==> src/rtl/buffer_pkg.sv <==
// ---------------------------------------------------------------------------
// buffer_pkg
// Shared definitions for the serialising buffer and the arbiter in front of
// it: the arbiter state encoding and the default geometry constants that
// the buffer, the arbiter and their benches must agree on.
// No ports (package).
// ---------------------------------------------------------------------------
package buffer_pkg;

  // Default nibble width, matches the buffer's data_in
  localparam int DEF_DATA_W       = 4;
  // Default nibbles loaded per grant
  localparam int DEF_BURST_LEN    = 3;
  // Default idle cycles after the last load while the buffer shifts out
  localparam int DEF_DRAIN_CYCLES = 12;
  // Default drain counter width
  localparam int DEF_CNT_W        = 6;

  typedef enum logic [1:0] {
    IDLE  = 2'd0,
    LOAD  = 2'd1,
    DRAIN = 2'd2
  } arb_state_t;

endpackage

==> src/rtl/rr_pick2.sv <==
// ---------------------------------------------------------------------------
// rr_pick2
// Combinational two-way round-robin chooser.
// Ports:
//   valid0, valid1 : request lines
//   pointer        : preferred requester (0 or 1)
//   grant          : chosen requester, only meaningful when any=1
//   any            : at least one request present
// ---------------------------------------------------------------------------
module rr_pick2 (
  input  logic valid0,
  input  logic valid1,
  input  logic pointer,
  output logic grant,
  output logic any
);

  // The preferred requester wins when it is asking; otherwise the other
  // one gets it. With nothing valid the grant value is a don't-care.
  always_comb begin
    any   = valid0 | valid1;
    grant = pointer;
    if (pointer == 1'b0) begin
      grant = valid0 ? 1'b0 : 1'b1;
    end else begin
      grant = valid1 ? 1'b1 : 1'b0;
    end
  end

endmodule

==> src/rtl/buffer_arbiter.sv <==
// ---------------------------------------------------------------------------
// buffer_arbiter
// Arbitrates two nibble requesters onto the serialising buffer. A granted
// requester owns a whole burst of BURST_LEN nibbles, handed over through a
// valid/ready handshake and re-registered onto buf_ena/buf_data. After the
// burst the arbiter holds off for DRAIN_CYCLES while the buffer shifts out.
// Ports:
//   clk, rst                : clock, synchronous active-high reset
//   reqN_valid/data/ready   : requester N handshake (N = 0, 1)
//   buf_ena, buf_data       : registered load strobe and nibble to buffer
//   grant_id                : current/last granted requester
//   busy                    : high while loading or draining
//   burst_done              : one-cycle pulse when draining completes
// ---------------------------------------------------------------------------
module buffer_arbiter
  import buffer_pkg::*;
#(
  parameter int DATA_W       = DEF_DATA_W,
  parameter int BURST_LEN    = DEF_BURST_LEN,
  parameter int DRAIN_CYCLES = DEF_DRAIN_CYCLES,
  parameter int CNT_W        = DEF_CNT_W
) (
  input  logic              clk,
  input  logic              rst,
  input  logic              req0_valid,
  input  logic [DATA_W-1:0] req0_data,
  output logic              req0_ready,
  input  logic              req1_valid,
  input  logic [DATA_W-1:0] req1_data,
  output logic              req1_ready,
  output logic              buf_ena,
  output logic [DATA_W-1:0] buf_data,
  output logic              grant_id,
  output logic              busy,
  output logic              burst_done
);

  localparam logic [3:0]       LAST_BEAT  = 4'(BURST_LEN - 1);
  localparam logic [CNT_W-1:0] LAST_DRAIN = CNT_W'(DRAIN_CYCLES - 1);

  arb_state_t        state;
  logic [3:0]        beat_cnt;
  logic [CNT_W-1:0]  drain_cnt;
  logic              pointer;
  logic              pick_grant;
  logic              pick_any;
  logic              granted_valid;
  logic [DATA_W-1:0] granted_data;
  logic              transfer;

  rr_pick2 u_pick (
    .valid0  (req0_valid),
    .valid1  (req1_valid),
    .pointer (pointer),
    .grant   (pick_grant),
    .any     (pick_any)
  );

  // Ready is driven straight from the registered state and grant so the
  // requesters see it without any dependence on their own valid lines;
  // the non-granted side simply never sees ready.
  always_comb begin
    req0_ready    = (state == LOAD) && (grant_id == 1'b0);
    req1_ready    = (state == LOAD) && (grant_id == 1'b1);
    granted_valid = grant_id ? req1_valid : req0_valid;
    granted_data  = grant_id ? req1_data  : req0_data;
    transfer      = (state == LOAD) && granted_valid;
  end

  // Single sequential block for the FSM, counters and every registered
  // output. buf_ena and burst_done default low each cycle so they behave
  // as strobes; buf_data only moves on a handshake. busy is updated in the
  // same branch that changes state so it always tracks state != IDLE.
  // The final nibble of a burst shows up on buf_ena during the first DRAIN
  // cycle because of the one-cycle load latency.
  always_ff @(posedge clk) begin
    if (rst) begin
      state      <= IDLE;
      beat_cnt   <= '0;
      drain_cnt  <= '0;
      pointer    <= 1'b0;
      buf_ena    <= 1'b0;
      buf_data   <= '0;
      grant_id   <= 1'b0;
      busy       <= 1'b0;
      burst_done <= 1'b0;
    end else begin
      buf_ena    <= 1'b0;
      burst_done <= 1'b0;
      case (state)
        IDLE: begin
          if (pick_any) begin
            grant_id <= pick_grant;
            state    <= LOAD;
            busy     <= 1'b1;
          end
        end
        LOAD: begin
          if (transfer) begin
            buf_ena  <= 1'b1;
            buf_data <= granted_data;
            if (beat_cnt == LAST_BEAT) begin
              beat_cnt <= '0;
              state    <= DRAIN;
            end else begin
              beat_cnt <= beat_cnt + 4'd1;
            end
          end
        end
        DRAIN: begin
          if (drain_cnt == LAST_DRAIN) begin
            drain_cnt  <= '0;
            burst_done <= 1'b1;
            pointer    <= ~grant_id;
            state      <= IDLE;
            busy       <= 1'b0;
          end else begin
            drain_cnt <= drain_cnt + CNT_W'(1);
          end
        end
        default: begin
          state <= IDLE;
          busy  <= 1'b0;
        end
      endcase
    end
  end

endmodule

==> config.mk <==
export PLATFORM = sky130hd
export DESIGN_NAME = buffer_arbiter
export DESIGN_NICKNAME = d
export VERILOG_FILES = /design/src/rtl/buffer_pkg.sv /design/src/rtl/rr_pick2.sv /design/src/rtl/buffer_arbiter.sv
export SDC_FILE = /design/constraint.sdc
export NUM_CORES = 1
export LEC_CHECK = 0
export CAP_MARGIN = 30
export CORE_AREA = 2 2 46 56
export CTS_BUF_LIST = sky130_fd_sc_hd__clkbuf_8
export DETAILED_ROUTE_END_ITERATION = 6
export DIE_AREA = 0 0 48 58
export PLACE_DENSITY = 0.79
export SYNTH_ARGS = -nofsm -noshare
export SYNTH_HDL_FRONTEND = slang
export SYNTH_SLANG_ARGS = --single-unit
==> constraint.sdc <==
create_clock -name clk -period 1.5 [get_ports clk]
set_input_delay 0.3 -clock clk [delete_from_list [all_inputs] [get_ports clk]]
set_output_delay 0.3 -clock clk [all_outputs]
set_load 0.1 [all_outputs]
[Yosys cells after proc, flatten, opt, wreduce, memory -nomap -nowiden]
Index checks and enable logic that the tools add are counted.
Widths: inputs -> output; s select.
Word-level totals
  bits in registers: 21
  bits in latches: 0
  memories: 0
  bits in read-only memories: 0
  memory bits (writable): 0
  output and inout port bits: 10
Cells by class
  mux-type cells: 17
  div/mod/pow operators: 0
  reductions and logical operators: 11
  eq/ne operators: 8
  $mul: 0
  shift operators: 0
  $add $sub $neg: 2
  bitwise gates (word level): 4
  $lt $le $gt $ge: 0
Operators by type and width (count)
  $mux 1: 8
  $mux 2: 4
  $mux 4: 2
  $add 6x1->6 const B: 1
  $eq 6x4->1 const B: 1
  $mux 6: 1
  $ne 2x2->1 const B: 3
  $pmux 2 s3: 1
  $reduce_and 2->1: 3
  $add 4x1->4 const B: 1
  $eq 4x2->1 const B: 1
  $reduce_and 4->1: 1
  $reduce_or 2->1: 2
  $logic_and 1x1->1: 3
  $not 1->1: 3
  $pmux 1 s3: 1
  $reduce_and 3->1: 1
  $eq 2x1->1 const B: 1
  $eq 2x2->1 const B: 1
  $logic_not 2->1: 1
  $ne 2x1->1 const B: 1
  $or 1x1->1: 1

[Longest topological paths before layout]
Gate-level depths: netlist of the first run.
  depth in word-level cells: 4
  mapped depth: 5
  depth with buffers taken out: 4

[Hierarchy]
A second synthesis of the first run with hierarchy kept.
Second synthesis, totals
  cells, all modules: 113
  area, all modules: 1023.5 um2
Modules (own cells, without submodules)
  buffer_arbiter: area an instance 1003.5 um2, seq. area each 420.4 um2, instances 1, cells each 110
  rr_pick2: area an instance 20.0 um2, seq. area each 0.0 um2, instances 1, cells each 3

[Worst setup path before layout of the first run]
Ideal clock, no wire load.
  kind: reg2out
  from: register grant_id
  to: output req0_ready
  required time: 1.200 ns
  path buffers: 1
  cell stages (with the launch flop): 3
  path slack: -1.004 ns
  data arrival time: 2.204 ns
  cell sequence: dfxtp_1 buf_6 nor2_1
Between the ends
  cells in the longest elaborated chain, start to end: 2
RTL lines
  start, declared: line buffer_arbiter.sv:33  | output logic grant_id,
  start signal, assigned: line buffer_arbiter.sv:93  | grant_id <= pick_grant;
  $not 1->1: line buffer_arbiter.sv:63  | req0_ready = (state == LOAD) && (grant_id == 1'b0);
  $logic_and 1x1->1: line buffer_arbiter.sv:63
  end, declared: line buffer_arbiter.sv:27  | output logic req0_ready,
No other way between the ends.

[Worst setup path after layout of the first run]
  from: register state[1]
  to: output req0_ready
Between the ends
  cells in the longest elaborated chain, start to end: 2
RTL lines
  start, declared: line buffer_arbiter.sv:41  | arb_state_t state;
  start signal, assigned: line buffer_arbiter.sv:78  | state <= IDLE;
  start signal, assigned: line buffer_arbiter.sv:94  | state <= LOAD;
  start signal, assigned: line buffer_arbiter.sv:104  | state <= DRAIN;
  $eq 2x1->1: line buffer_arbiter.sv:63
  $logic_and 1x1->1: line buffer_arbiter.sv:63
No other way between the ends.

==> results.sh, run 1 <==
export IMPL_crit_chain="nand2b_4, buf_6, nor2_4, buf_12"
export IMPL_grt_max_degree=22
export IMPL_routed_wl_mm=2.861
export IMPL_core_area_sq_um=2258
export IMPL_arrival_ps=1180
export IMPL_worstSetupPathType="reg -> out"
export IMPL_cts_htree_levels=1
export IMPL_pre_cts_slack_ps=-241.4
export IMPL_wire_per_inst_microns=15.98
export IMPL_numCtsBuffers=3
export IMPL_fin_crit_sh=0.9876
export IMPL_maxCapViolCount=0
export IMPL_grt_first_pass_wirelength_mm=4.395
export IMPL_cp_max_fo=8
export IMPL_die_h_microns=58
export IMPL_async_reset_ff_frac=0
export IMPL_p_leak_uw=0.0005719
export IMPL_io_buffers=21
export IMPL_peakVddDrop_mv=0.5268
export IMPL_synth_enable_flop_cells=0
export IMPL_synthFlopType="dfxtp_1"
export IMPL_cts_clk_slew_worst_paths_ps=80
export IMPL_max_stage_delay_ps=370
export IMPL_antenna_found_initial=0
export IMPL_min_period_ps=1481
export IMPL_ios=22
export IMPL_syn_avg_cell_area_sq_um=8.961
export IMPL_rsz0062_at_grt="yes"
export IMPL_max_freq_mhz=675.1
export IMPL_gr_total_overflow=0
export IMPL_gr_usage_met1=0.2311
export IMPL_drt_iter0_markers=24
export IMPL_worst_setup_path_start_kind="flip-flop"
export IMPL_yosysWarnings=0
export IMPL_num_antenna_cells=0
export IMPL_cts_max_path_buffers=2
export IMPL_synth_yosys_seq_area_share=0.4226
export IMPL_postRouteAntennaNets=0
export IMPL_p_total_uw=1328
export IMPL_placed_area_sq_um=1438
export IMPL_setup_viol=0
export IMPL_num_vias=1017
export IMPL_holdWs_ps=491.0
export IMPL_dp_hpwl_mm=1.906
export IMPL_syn_nets=124
export IMPL_start_util=0.4404
export IMPL_final_cell_count_no_fill=179
export IMPL_fillers=156
export IMPL_nets=162
export IMPL_die_w_microns=48
export IMPL_cp_required_ps=1200
export IMPL_rows=19
export IMPL_grt_pass1_vias=1003
export IMPL_finalHoldViolations=0
export IMPL_status="finished, final reports clean"
export IMPL_layout_cells_most_common_list="a21oi_1 (17), dfxtp_1 (17), buf_4 (15)"
export IMPL_place_gp_congestion=0.7445
export IMPL_p_per_area_nw_per_um2=833.4
export IMPL_clk_latency_ps=260
export IMPL_grt_busiest_layer="met2"
export IMPL_cts_sinks=21
export IMPL_drc_errors=0
export IMPL_setup_slack_ps=18.65
export IMPL_track_usage=0.2210
export IMPL_drive_above_1_share=0.3108
export IMPL_syn_to_final_growth_pct=60.25
export IMPL_syn_area_sq_um=994.7
export IMPL_worst_setup_path_end_kind="primary output"
export IMPL_cts_root_buf="clkbuf_8"
export IMPL_hold_class="reg -> reg"
export IMPL_gr_usage_met2=0.3886
export IMPL_dp_cells=169
export IMPL_crit_slowest_cell="dfxtp_4"
export IMPL_cts_tree="done"
export IMPL_final_area_sq_um=1594
export IMPL_via_per_inst=5.682
export IMPL_path_buf_inv=2
export IMPL_syn_inst=111
export IMPL_relSlewSlack=0.7969
export IMPL_maxSlewViolCount=0
export IMPL_critPathTopFamily="flip-flops"
export IMPL_grt_util_met3=0.04984
export IMPL_synth_distinct_cells=34
export IMPL_ys_ff_latch=21
export IMPL_worst_pin_slew_ps=298.2
export IMPL_dieArea_sq_um=2784
export IMPL_finClkSkew_ps=3.962
export IMPL_dr_pass1_iters=4
-- timing repair --
action / 4_1_cts / 5_1_grt
setup buffers: 3 / 3
setup endpoints to repair: 4 / 5
hold buffers: 0 / 0
resized for setup: 10 / 4
-- Yosys cell counts, types with 2 or more instances --
library cell	number	share of area
a21oi_1	17	0.086
buf_2	3	0.015
clkbuf_1	3	0.011
dfxtp_1	21	0.42
inv_1	3	0.011
mux2i_1	4	0.040
nand2_1	5	0.019
nand2b_1	3	0.019
nand3_1	2	0.010
nor2_1	2	0.0075
nor2b_1	2	0.013
o211ai_1	2	0.015
o21ai_0	10	0.050
o31ai_1	5	0.038
or3_1	6	0.038
or4_1	4	0.030
or4b_1	2	0.020
-- worst reg2reg max path, stage by stage (launching register included) --
cell and delay, ps:
dfxtp_1 380, or3b_1 410, or4_1 430, a21oi_1 160
-- layout make-up --
cell class	count	area [sq um]	area share
Clock buffer	3	41.29	0.02590
Clock inverter	1	5.005	0.003140
Inverter	3	11.26	0.007064
Multi-Input combinational cell	80	574.3	0.3603
Sequential cell	21	432.9	0.2716
Tap cell	31	38.79	0.02433
Timing Repair Buffer	40	490.5	0.3077
-- where the power goes --
part	internal (uW)	switching (uW)	total, uW
Sequential	573	23.9	597
Clock	185	187	372
Combinational	163	197	360
Total	920	408	1330
-- sequential cells by signal, indices dropped and copies added (netlist names), 2 cells and up --
signal	cells
state	2
drain_cnt	6
beat_cnt	4
buf_data	4
-- kinds of logic (layout without fill, tap and decap cells) --
group | after synthesis | in the layout | synth area share
adder cells (fa/ha/maj) | 1 | 1 | 0.01258
flip-flops | 21 | 21 | 0.4226
AND/OR/NAND/NOR | 34 | 34 | 0.2189
multiplexers | 5 | 5 | 0.05409
AO/OA/AOI/OAI | 40 | 40 | 0.2428
buffers and inverters | 10 | 47 | 0.04905
-- routing by layer --
metal	vias to the layer above	routed length, microns
met5	-	0
met4	0	48
met3	4	71
met2	20	1671
met1	499	1068
li1	494	-
-- final timing paths --
path	startpoint	slack (ps)	cells past startpoint	endpoint
max	state[1]	20	4	req0_ready
min	drain_cnt[1]	490	2	drain_cnt[1]
max reg2reg	beat_cnt[1]	40	3	state[1]
min reg2reg	drain_cnt[1]	490	2	drain_cnt[1]
-- through the flow --
step,setup TNS (ps),utilization
after global routing,-10.35,0.7058
final,0,0.7058
after CTS,-5.572,0.6842
after global placement,-810.3,0.6366
after floorplan,0,-
after detailed placement,-1588,0.6366
Power figures use the tool's default switching activity.
==> run 2, diff against run 1 <==
Settings changed: CORE_AREA 2 2 46 56 to 2 2 46 57, DIE_AREA 0 0 48 58 to 0 0 48 59, PLACE_DENSITY 0.79 to 0.78.
==> run 2 against run 1 <==
  * Clock power fell by 1%
  * Sequential power is essentially flat
  * Combinational power down 5%
  * Cell count shrank 1.1%
  * Critical endpoint is now req1_ready
==> results.sh, run 2 (synthesis gave the netlist of run 1 again) <==
export IMPL_max_freq_mhz=684.4
export IMPL_holdPathStages=2
export IMPL_cp_required_ps=1200
export IMPL_dp_hpwl_mm=1.843
export IMPL_drc_errors=0
export IMPL_crit_chain="buf_8, and2_4, buf_12"
export IMPL_p_per_area_nw_per_um2=848.9
export IMPL_relSlewSlack=0.7119
export IMPL_die_w_microns=48
export IMPL_rsz0062_at_grt="no"
export IMPL_core_area_sq_um=2258
export IMPL_grt_max_degree=18
export IMPL_cts_clk_slew_worst_paths_ps=70
export IMPL_finalHoldViolations=0
export IMPL_r2r_end="buf_data[0]"
export IMPL_worstSetupPathType="reg -> out"
export IMPL_finalSetupTns_ps=0
export IMPL_gr_usage_met2=0.3543
export IMPL_grt_first_pass_wirelength_mm=4.105
export IMPL_grt_util_met3=0.03354
export IMPL_arrival_ps=1160
export IMPL_drive_above_1_share=0.2808
export IMPL_dieArea_sq_um=2832
export IMPL_drt_iter0_markers=20
export IMPL_fillers=157
export IMPL_place_gp_congestion=0.7595
export IMPL_post_route_util=0.6831
export IMPL_peakVddDrop_mv=0.6027
export IMPL_io_buffers=21
export IMPL_hold_end="pointer"
export IMPL_antenna_found_initial=0
export IMPL_num_vias=998
export IMPL_reg_top3="drain_cnt (6), beat_cnt (4), buf_data (4)"
export IMPL_via_per_inst=5.638
export IMPL_grt_pass1_vias=985
export IMPL_final_common_cell="dfxtp_1"
export IMPL_crit_slowest_cell="dfxtp_4"
export IMPL_wire_per_inst_microns=14.99
export IMPL_ios=22
export IMPL_layout_cells_most_common_list="dfxtp_1 (18), a21oi_1 (17), buf_4 (15)"
export IMPL_numCtsBuffers=3
export IMPL_routed_wl_mm=2.654
export IMPL_reg2reg_depth=5
export IMPL_track_usage=0.2002
export IMPL_fin_crit_sh=0.9741
export IMPL_postCtsHoldBufs=0
export IMPL_syn_to_final_growth_pct=55.09
export IMPL_gr_usage_met1=0.2205
export IMPL_max_stage_delay_ps=400
export IMPL_gr_total_overflow=0
export IMPL_largest_register_ffs=6
export IMPL_worst_setup_path_start_kind="flip-flop"
export IMPL_status="finished, final reports clean"
export IMPL_cts_sinks=21
export IMPL_maxSlewViolCount=0
export IMPL_cts_root_buf="clkbuf_8"
export IMPL_hold_class="reg -> reg"
export IMPL_r2r_slack_ps=50
export IMPL_multi_input_area_sq_um=573.1
export IMPL_start_util=0.4404
export IMPL_postRouteAntennaNets=0
export IMPL_cts_htree_levels=1
export IMPL_crit_start="grant_id"
export IMPL_hold_path_startpoint="pointer"
export IMPL_cts_tree="done"
export IMPL_nets=160
export IMPL_top_register="drain_cnt"
export IMPL_worst_setup_path_end_kind="primary output"
export IMPL_regArea_sq_um=431.7
export IMPL_cts_max_path_buffers=2
export IMPL_maxCapViolCount=0
export IMPL_cp_max_fo=9
export IMPL_p_leak_uw=0.0005529
export IMPL_worst_pin_slew_ps=423.8
export IMPL_rows=19
export IMPL_critPathTopFamily="flip-flops"
export IMPL_finClkSkew_ps=2.144
export IMPL_grt_busiest_layer="met2"
export IMPL_die_h_microns=59
export IMPL_reg2reg_from="state[1]"
export IMPL_clk_latency_ps=260
export IMPL_setup_viol=0
export IMPL_num_antenna_cells=0
export IMPL_dr_pass1_iters=4
export IMPL_path_buf_inv=2
export IMPL_min_period_ps=1461
==> run 2: worst max path at each step <==
stage | to | depth (start not counted)
final | req1_ready | 3
after global routing | req1_ready | 3
after CTS | req1_ready | 3
after detailed placement | beat_cnt[3] | 4
after global placement | beat_cnt[3] | 4
after floorplan | req1_ready | 2
==> run 2: cell type report <==
class | instances | area share
multi-input cells | 81 | 0.3715
inverters | 3 | 0.007299
flip-flops and latches | 21 | 0.2798
well taps | 31 | 0.02514
clock inverters | 1 | 0.002433
repair buffers | 37 | 0.2871
clock buffers | 3 | 0.02676
==> run 2: stage by stage <==
stage | worst slack [ps] | cells | area, sq um | total power [uW] | hold slack [ps]
floorplan | 0.1369 | 111 | 1018 | 793.6 | 378.7
global placement | -151.9 | 171 | 1440 | 920.5 | 455.2
finish | 38.83 | 177 | 1543 | 1310 | 477.4
CTS | 4.238 | 176 | 1514 | 1304 | 476.2
global route | 5.510 | 177 | 1543 | 1352 | 482.5
detailed placement | -212.2 | 171 | 1440 | 930.6 | 461.2
==> run 2: worst min-delay path: cells and delay by family, from the launching register on <==
family          cells  cell delay, ps
flops               1             320
compound gates      2             120
==> run 2: repair_timing <==
action                                  in CTS  in global routing
resized for setup                            8                  5
setup buffers                                3                  0
endpoints found under the setup margin       2                  2
gates cloned                                 0                  1
pin swaps                                    1                  0
==> run 2: per-layer routing <==
layer,routed length (microns),vias up
met4,66,0
met3,86,7
met2,1460,29
met1,1040,475
met5,0,-
li1,-,487
==> run 2: power by group <==
group          switching, uW  internal (uW)  leakage (uW)
logic                    195            148      0.000353
clock network            185            183     0.0000269
registers               25.5            573      0.000173
total                    406            903      0.000553
==> run 3, diff against run 2 <==
Settings changed: SKIP_CTS_REPAIR_TIMING set to 1.
==> run 3 against run 2 <==
  * The flow now finishes with violations (setup timing)
  * Combinational power about the same
  * Final area increased by 0.65%
  * Sequential share of layout area shrank 0.18 points
  * Register-to-register slack is essentially flat
  * Via count up 1.2%
  * Critical path type unchanged
==> results.sh, run 3 (synthesis gave the netlist of run 1 again) <==
export IMPL_hold_path_startpoint="pointer"
export IMPL_start_util=0.4404
export IMPL_drc_errors=0
export IMPL_antenna_found_initial=0
export IMPL_io_buffers=21
export IMPL_cts_root_buf="clkbuf_8"
export IMPL_layout_cells_most_common_list="dfxtp_1 (18), a21oi_1 (17), buf_4 (16)"
export IMPL_worstSetupPathType="reg -> out"
export IMPL_track_usage=0.2008
export IMPL_via_per_inst=5.642
export IMPL_reg2reg_from="beat_cnt[1]"
export IMPL_cts_sinks=21
export IMPL_place_gp_congestion=0.7595
export IMPL_status="finished with violations"
export IMPL_reg_top3="drain_cnt (6), beat_cnt (4), buf_data (4)"
export IMPL_numCtsBuffers=3
export IMPL_num_antenna_cells=0
export IMPL_cp_required_ps=1200
export IMPL_routed_wl_mm=2.652
export IMPL_cts_htree_levels=1
export IMPL_nets=162
export IMPL_finalSetupTns_ps=-27.50
export IMPL_worst_setup_path_start_kind="flip-flop"
export IMPL_cts_tree="done"
export IMPL_ios=22
export IMPL_r2r_slack_ps=60
export IMPL_max_freq_mhz=654.7
export IMPL_peakVddDrop_mv=0.5968
export IMPL_die_h_microns=59
export IMPL_drt_iter0_markers=16
export IMPL_top_register="drain_cnt"
export IMPL_finClkSkew_ps=3.102
export IMPL_final_cell_count_no_fill=179
export IMPL_largest_register_ffs=6
export IMPL_core_area_sq_um=2258
export IMPL_violations="setup timing"
export IMPL_fin_crit_sh=1.018
export IMPL_dp_cells=171
export IMPL_clk_latency_ps=260
export IMPL_cts_max_path_buffers=2
export IMPL_r2r_end="state[1]"
export IMPL_grt_first_pass_wirelength_mm=4.036
export IMPL_gr_usage_met2=0.3619
export IMPL_holdPathStages=2
export IMPL_rsz0062_at_grt="yes"
export IMPL_syn_to_final_growth_pct=56.10
export IMPL_dr_pass1_iters=4
export IMPL_setup_slack_ps=-27.50
export IMPL_grt_pass1_vias=979
export IMPL_hold_class="reg -> reg"
export IMPL_num_vias=1010
export IMPL_final_common_cell="dfxtp_1"
export IMPL_arrival_ps=1230
export IMPL_grt_util_met3=0.03963
export IMPL_holdWs_ps=474.8
export IMPL_p_leak_uw=0.0005562
export IMPL_dp_hpwl_mm=1.843
export IMPL_min_period_ps=1528
export IMPL_grt_busiest_layer="met2"
export IMPL_grt_max_degree=18
export IMPL_gr_total_overflow=0
export IMPL_setup_viol=1
export IMPL_relSlewSlack=0.7032
export IMPL_wire_per_inst_microns=14.82
export IMPL_dieArea_sq_um=2832
export IMPL_worst_setup_path_end_kind="primary output"
export IMPL_rows=19
export IMPL_pre_cts_slack_ps=-212.2
export IMPL_gr_usage_met1=0.2110
export IMPL_postRouteAntennaNets=0
export IMPL_hold_end="pointer"
export IMPL_reg2reg_depth=3
export IMPL_p_per_area_nw_per_um2=842.6
export IMPL_cts_clk_slew_worst_paths_ps=70
export IMPL_worst_pin_slew_ps=435.9
export IMPL_drive_above_1_share=0.2905
export IMPL_maxSlewViolCount=0
export IMPL_maxCapViolCount=0
export IMPL_die_w_microns=48
export IMPL_cp_max_fo=5
export IMPL_finalHoldViolations=0
-- run 3: changes by cell type in the layout (fill, tap and decap cells not counted) --
cell,delta
buf_6,+3
buf_4,+1
buf_8,-1
clkdlybuf4s50_1,+1
dlymetal6s2s_1,-1
mux2i_2,-1
-- run 3: final cells by class --
cell class / count / area [sq um]
inverter: 3 / 11.26
timing repair buffer: 40 / 466.7
tap: 31 / 38.79
fill: 154 / 705.7
clock inverter: 1 / 3.754
sequential: 21 / 431.7
clock buffer: 3 / 41.29
multi-input combinational: 80 / 559.3
-- run 3: worst max-delay path by stage --
| stage | from | to | depth (start not counted) |
|---|---|---|---|
| 2_1_floorplan | grant_id | req1_ready | 2 |
| 3_3_place_gp | req1_valid | beat_cnt[3] | 4 |
| 3_5_place_dp | req1_valid | beat_cnt[3] | 4 |
| 4_1_cts | state[0] | req0_ready | 4 |
| 5_1_grt | state[1] | req0_ready | 4 |
| 6_report | state[1] | req0_ready | 4 |
-- run 3: per-layer routing --
metal / vias to the layer above / wire length [microns] / part of all wire
met3: 5 / 82 / 0.031
met5: - / 0 / 0
met4: 0 / 49 / 0.018
li1: 493 / - / -
met1: 492 / 1005 / 0.38
met2: 20 / 1515 / 0.57
-- run 3: metrics by stage --
step | util | power [uW] | instance area [sq um]
finish | 0.6875 | 1308 | 1553
global route | 0.6875 | 1352 | 1553
CTS | 0.6576 | 1294 | 1485
detailed placement | 0.6377 | 930.6 | 1440
global placement | 0.6377 | 920.5 | 1440
floorplan | - | 793.6 | 1018
-- run 3: where the power goes --
part / internal [uW] / total (uW) / switching [uW]
sequential: 573 / 596 / 23.6
clock: 183 / 369 / 186
combinational: 149 / 343 / 194
-- run 3: critical path, stage by stage, from the launching register on --
cell and delay [ps]:
dfxtp_4 360, nand2b_4 160, buf_6 130, nor2_4 120, buf_12 180
